===== config.mk =====
export PLATFORM = sky130hd
export DESIGN_NAME = cam_frame_capture
export DESIGN_NICKNAME = d
export VERILOG_FILES = /design/src/rtl/cam_frame_capture.sv
export SDC_FILE = /design/constraint.sdc
export NUM_CORES = 1
export LEC_CHECK = 0
export ABC_AREA = 1
export BUFFER_PORTS_ARGS = -buffer_cell sky130_fd_sc_hd__buf_2
export CAP_MARGIN = 20
export CORE_MARGIN = 2
export CORE_UTILIZATION = 64
export CTS_CLUSTER_DIAMETER = 80
export CTS_CLUSTER_SIZE = 12
export DETAILED_ROUTE_END_ITERATION = 12
export HOLD_SLACK_MARGIN = 0.05
export PLACE_DENSITY = 0.94
export RECOVER_POWER = 50
export SLEW_MARGIN = 0
export SYNTH_ARGS = -nofsm -noshare
export SYNTH_HDL_FRONTEND = slang
export SYNTH_SLANG_ARGS = --single-unit

===== constraint.sdc =====
create_clock -name Clk -period 8.72 [get_ports Clk]
set_input_delay 0.872 -clock Clk [delete_from_list [all_inputs] [get_ports Clk]]
set_output_delay 0.872 -clock Clk [all_outputs]
set_load 0.1 [all_outputs]

===== src/rtl/cam_frame_capture.sv =====
// Camera capture front end: sensor master clock, PLK/VS/HS/D synchronisation, luminance
// extraction, fixed-window crop and single-cycle frame RAM write strobes.
module cam_frame_capture #(
  parameter int unsigned XCLK_HALF = 3,
  parameter int unsigned IMG_W     = 96,
  parameter int unsigned IMG_H     = 96,
  parameter int unsigned COL_START = 32,
  parameter int unsigned ROW_START = 12,
  parameter int unsigned Y_PHASE   = 0
) (
  input  logic        Clk,
  input  logic        i_Rst_n,
  input  logic        i_PLK,
  input  logic        i_VS,
  input  logic        i_HS,
  input  logic [7:0]  i_D,
  output logic        o_XLK,
  output logic [7:0]  o_Wr_Data,
  output logic [14:0] o_Wr_Addr,
  output logic        o_Wr_En,
  output logic        o_Frame_Done,
  output logic        o_Frame_Err
);

  localparam logic [3:0]  XCLK_LAST  = 4'(XCLK_HALF - 1);
  localparam logic [13:0] FRAME_SIZE = 14'(IMG_W * IMG_H);
  localparam logic [9:0]  COL_LO     = 10'(COL_START);
  localparam logic [9:0]  COL_HI     = 10'(COL_START + IMG_W);
  localparam logic [9:0]  ROW_LO     = 10'(ROW_START);
  localparam logic [9:0]  ROW_HI     = 10'(ROW_START + IMG_H);
  localparam logic        Y_BIT      = 1'(Y_PHASE);

  typedef enum logic [1:0] {StArm, StVblank, StActive, StDone} state_t;

  state_t      state;
  logic [3:0]  xclk_cnt;
  logic        plk_s1, plk_s2, plk_h;
  logic        vs_s1, vs_s2, vs_h;
  logic        hs_s1, hs_s2, hs_h;
  logic [7:0]  d_p1, d_p2, d_p3;
  logic [9:0]  byte_cnt;
  logic [8:0]  row_cnt;
  logic [13:0] wr_cnt;

  logic        plk_rise, vs_rise, vs_fall, hs_fall;
  logic [8:0]  col;
  logic [9:0]  col_off, row_off;
  logic        col_in, row_in, capture;
  logic [14:0] addr_calc;

  // Free-running master clock, independent of the capture state.
  always_ff @(posedge Clk or negedge i_Rst_n) begin
    if (!i_Rst_n) begin
      xclk_cnt <= 4'd0;
      o_XLK    <= 1'b0;
    end else if (xclk_cnt == XCLK_LAST) begin
      xclk_cnt <= 4'd0;
      o_XLK    <= ~o_XLK;
    end else begin
      xclk_cnt <= xclk_cnt + 4'd1;
    end
  end

  // Two-flop synchronisers plus history flop; data delayed to line up with the PLK edge.
  always_ff @(posedge Clk or negedge i_Rst_n) begin
    if (!i_Rst_n) begin
      plk_s1 <= 1'b0;
      plk_s2 <= 1'b0;
      plk_h  <= 1'b0;
      vs_s1  <= 1'b0;
      vs_s2  <= 1'b0;
      vs_h   <= 1'b0;
      hs_s1  <= 1'b0;
      hs_s2  <= 1'b0;
      hs_h   <= 1'b0;
      d_p1   <= 8'd0;
      d_p2   <= 8'd0;
      d_p3   <= 8'd0;
    end else begin
      plk_s1 <= i_PLK;
      plk_s2 <= plk_s1;
      plk_h  <= plk_s2;
      vs_s1  <= i_VS;
      vs_s2  <= vs_s1;
      vs_h   <= vs_s2;
      hs_s1  <= i_HS;
      hs_s2  <= hs_s1;
      hs_h   <= hs_s2;
      d_p1   <= i_D;
      d_p2   <= d_p1;
      d_p3   <= d_p2;
    end
  end

  assign plk_rise = plk_s2 & ~plk_h;
  assign vs_rise  = vs_s2 & ~vs_h;
  assign vs_fall  = ~vs_s2 & vs_h;
  assign hs_fall  = ~hs_s2 & hs_h;

  // Address comes from the counters so a dropped byte never shifts later pixels.
  always_comb begin
    col       = byte_cnt[9:1];
    col_in    = ({1'b0, col} >= COL_LO) && ({1'b0, col} < COL_HI);
    row_in    = ({1'b0, row_cnt} >= ROW_LO) && ({1'b0, row_cnt} < ROW_HI);
    col_off   = {1'b0, col} - COL_LO;
    row_off   = {1'b0, row_cnt} - ROW_LO;
    addr_calc = 15'(row_off) * 15'(IMG_W) + 15'(col_off);
    capture   = (byte_cnt[0] == Y_BIT) && col_in && row_in;
  end

  always_ff @(posedge Clk or negedge i_Rst_n) begin
    if (!i_Rst_n) begin
      state        <= StArm;
      byte_cnt     <= 10'd0;
      row_cnt      <= 9'd0;
      wr_cnt       <= 14'd0;
      o_Wr_En      <= 1'b0;
      o_Wr_Data    <= 8'd0;
      o_Wr_Addr    <= 15'd0;
      o_Frame_Done <= 1'b0;
      o_Frame_Err  <= 1'b0;
    end else begin
      o_Wr_En      <= 1'b0;
      o_Frame_Done <= 1'b0;
      o_Frame_Err  <= 1'b0;
      unique case (state)
        StArm: begin
          // Wait for blanking so a partial frame after reset is discarded.
          if (vs_rise) state <= StVblank;
        end
        StVblank: begin
          if (vs_fall) begin
            row_cnt  <= 9'd0;
            byte_cnt <= 10'd0;
            wr_cnt   <= 14'd0;
            state    <= StActive;
          end
        end
        StActive: begin
          if (plk_rise && hs_s2) begin
            if (byte_cnt != 10'h3ff) byte_cnt <= byte_cnt + 10'd1;
            if (capture) begin
              o_Wr_En   <= 1'b1;
              o_Wr_Data <= d_p3;
              o_Wr_Addr <= addr_calc;
              if (wr_cnt != 14'h3fff) wr_cnt <= wr_cnt + 14'd1;
            end
          end
          if (hs_fall) begin
            if (row_cnt != 9'h1ff) row_cnt <= row_cnt + 9'd1;
            byte_cnt <= 10'd0;
          end
          if (vs_rise) state <= StDone;
        end
        StDone: begin
          o_Frame_Done <= 1'b1;
          o_Frame_Err  <= (wr_cnt != FRAME_SIZE);
          state        <= StVblank;
        end
      endcase
    end
  end

endmodule


==> key figures <==
Clocking
  – Maximum clock insertion buffer count: 2
  – Worst-path clk slew: 0.10 ns
  – Clock latency on the worst-skew pair: 0.38 ns
  – CTS tree: yes
  – CTS sink cnt: 99
  – CTS resizes: 0
  – CTS buffer count: 9
  – CTS Hold Bufs: 0
  – Post-CTS Setup Bufs: 0
  – Clock Root Buffer: clkbuf_8
  – # H-tree levels: 3

Cells and area
  – Final Cell Area: 5520 µm²
  – Commonest non-fill, non-tap cell in the layout: nand2_1
  – Synth-to-Final Area Change: 9.21%
  – FF+latch area: 2480 µm²
  – Final nets: 653
  – Filler cells: 562
  – Most frequent cells in the layout: nand2_1, dfrtp_1, inv_1
  – Layout Utilization: 0.718
  – Area occupied by multi-input gates: 2250 µm²
  – Fraction of layout cells with a size suffix above 1: 0.133
  – ANT cells: 0

GRT
  – Largest net degree at the start of global routing: 54
  – Number of antenna violations at the first check in global routing: 0
  – Total global-route track usage: 0.262
  – Number of global-route vias before repair: 4,090
  – Gr ovfl total: 0
  – First-pass GRT wire length: 18.2 mm

Setup path
  – Crit-path max cell delay: 1.95 ns
  – CP max stage cell: clkbuf_1
  – Worst reg2reg path depth: 17
  – Nature of the critical path startpoint: input pin
  – Cell with the most instances on the worst path: clkbuf_1
  – CP Buf/Inv Count: 2
  – WP data required: 8.67 ns
  – Crit path DAT: 4.58 ns
  – Worst setup EP type: async pin
  – CP top delay family: buffers and inverters
  – Critical path class: in2async
  – WP depth: 2
  – Crit path cell chain: clkbuf_1 -> clkbuf_1
  – Max FO, Critical Path: 53

Pwr
  – Leakage: 2.75 nW
  – PwrDens: 228 nW/µm²
  – Worst IR Drop VDD: 0.234 mV
  – Design Power: 1.26 mW

Timing
  – Final count of hold timing violations: 0
  – Worst Max-Slew Pin Slew: 2.58 ns
  – Skew final: 0.0104 ns
  – Max Fclk: 216 MHz
  – Max Slew Vio Count: 102
  – RSZ-0062 raised after global routing: false
  – Fin crit share: 0.530
  – Setup violations, final: 0
  – Max transition margin: -0.718
  – Final WS setup: 4.10 ns
  – Period minus WS final: 4.62 ns
  – Setup TNS: 0 ns

Logic synthesis
  – Synthesized net count: 611
  – Synth Cell Area: 5050 µm²
  – Unique masters post-synth: 43
  – Synthesized area per cell: 8.90 µm²
  – Top-area cell type share of the netlist area: 0.490
  – Top area cells in the synthesized netlist: dfrtp_1, nand2_1, ha_1
  – Seq/Total Area, Yosys: 0.490
  – Synth area leader: dfrtp_1
  – Count of state elements after synthesis: 99
  – Syn Inst Count: 568
  – Syn. warnings: 0

Routing
  – First drt pass iteration count: 6
  – First DRT Iteration DRCs: 298
  – Drt drc: 0
  – WL final: 10.7 mm
  – Vias per Instance: 5.71
  – Routed len/inst: 14.9 µm
  – Post-route ant nets: 0
  – Via count: 4,092

Floorplan
  – Die H: 92.9 µm
  – Initial Util: 0.658
  – Io pins: 40
  – Die width: 92.9 µm
  – CORE AREA: 7690 µm²
  – DIE AREA: 8620 µm²
  – Row count: 32

Placed design
  – Dpl ws: 5.65 ns
  – DPL Wire Length: 7.23 mm
  – Routability congestion estimate: 0.899
  – Area after DPL: 5310 µm²
  – Port Buffers: 39

Run status
  – Status: complete, but fails checks
  – Violated checks: max-capacitance violations, max-slew violations

Min path
  – WHS Path Cells: 0
  – Hold crit path type: reg2reg

Flow run
  – MaxCap Viol Count: 2
-- cell type report --
class                   count  area share
flip-flops and latches     99       0.449
multi-input cells         394       0.407
inverters                  66      0.0458
repair buffers             40      0.0358
well taps                 102      0.0231
clock buffers               9      0.0224
clock inverters             7      0.0170
-- Yosys cell counts (all sizes together) --
| cell type | instances |
|---|---|
| clkinv | 1 |
| xnor2 | 7 |
| buf | 8 |
| nand2 | 151 |
| nand3b | 2 |
| a21oi | 20 |
| clkbuf | 1 |
| o21a | 1 |
| o22ai | 2 |
| fa | 2 |
| xor2 | 20 |
| a211oi | 1 |
| nor3 | 14 |
| o21ai | 31 |
| ha | 28 |
| a2111oi | 1 |
| a21boi | 1 |
| nand3 | 42 |
| inv | 65 |
| nor2 | 46 |
| a41oi | 1 |
| o211a | 1 |
| o41a | 1 |
| nand4 | 8 |
| nor3b | 7 |
| or2 | 1 |
| a221oi | 1 |
| nor4 | 5 |
| dfrtp | 99 |
-- worst paths after layout --
check | startpoint | slack, ns | to
max in group Clk | row_cnt[2] | 5.57 | o_Wr_Addr[14]
min | d_p1[0] | 0.36 | d_p2[0]
max reg2reg | row_cnt[2] | 5.57 | o_Wr_Addr[14]
max | i_Rst_n | 4.10 | state[0]
min in group asynchronous | i_Rst_n | 1.24 | o_Wr_Addr[3]
min reg2reg | d_p1[0] | 0.36 | d_p2[0]
-- cell families after synthesis --
logic type,synth area share
buf+inv,0.0653
fa+ha+maj,0.0772
compound gates,0.0743
xor+xnor,0.0483
flops,0.490
simple gates,0.245
-- report_power, final --
part	internal, mW	total, mW	leakage [nW]	switching (mW)
Clock	0.118	0.304	0.107	0.186
Sequential	0.487	0.513	1.29	0.0259
Combinational	0.128	0.441	1.35	0.313
Total	0.733	1.26	2.75	0.525
-- flip-flops by register name, indices dropped and copies added (netlist names), 2 cells and up --
register,cells
byte_cnt,10
d_p1,8
d_p2,8
d_p3,8
o_Wr_Addr,15
o_Wr_Data,8
row_cnt,9
state,2
wr_cnt,14
xclk_cnt,4
-- metal layers --
metal | track usage | wire length (µm) | part of all wire | vias to the layer above
li1 | - | - | - | 1932
met1 | 0.299 | 4170 | 0.39 | 1972
met2 | 0.485 | 5730 | 0.54 | 163
met5 | 0 | 0 | 0 | -
met4 | 0.0821 | 158 | 0.015 | 0
met3 | 0.0610 | 618 | 0.058 | 25
-- per-stage QoR --
| step | std cells | hold WS (ns) |
|---|---|---|
| after floorplan | 568 | 0.331 |
| after global routing | 717 | 0.363 |
| after global placement | 701 | 0.331 |
| final | 717 | 0.359 |
| after CTS | 717 | 0.361 |
| after detailed placement | 701 | 0.336 |
Note: power is estimated with default switching activity, not from simulation.
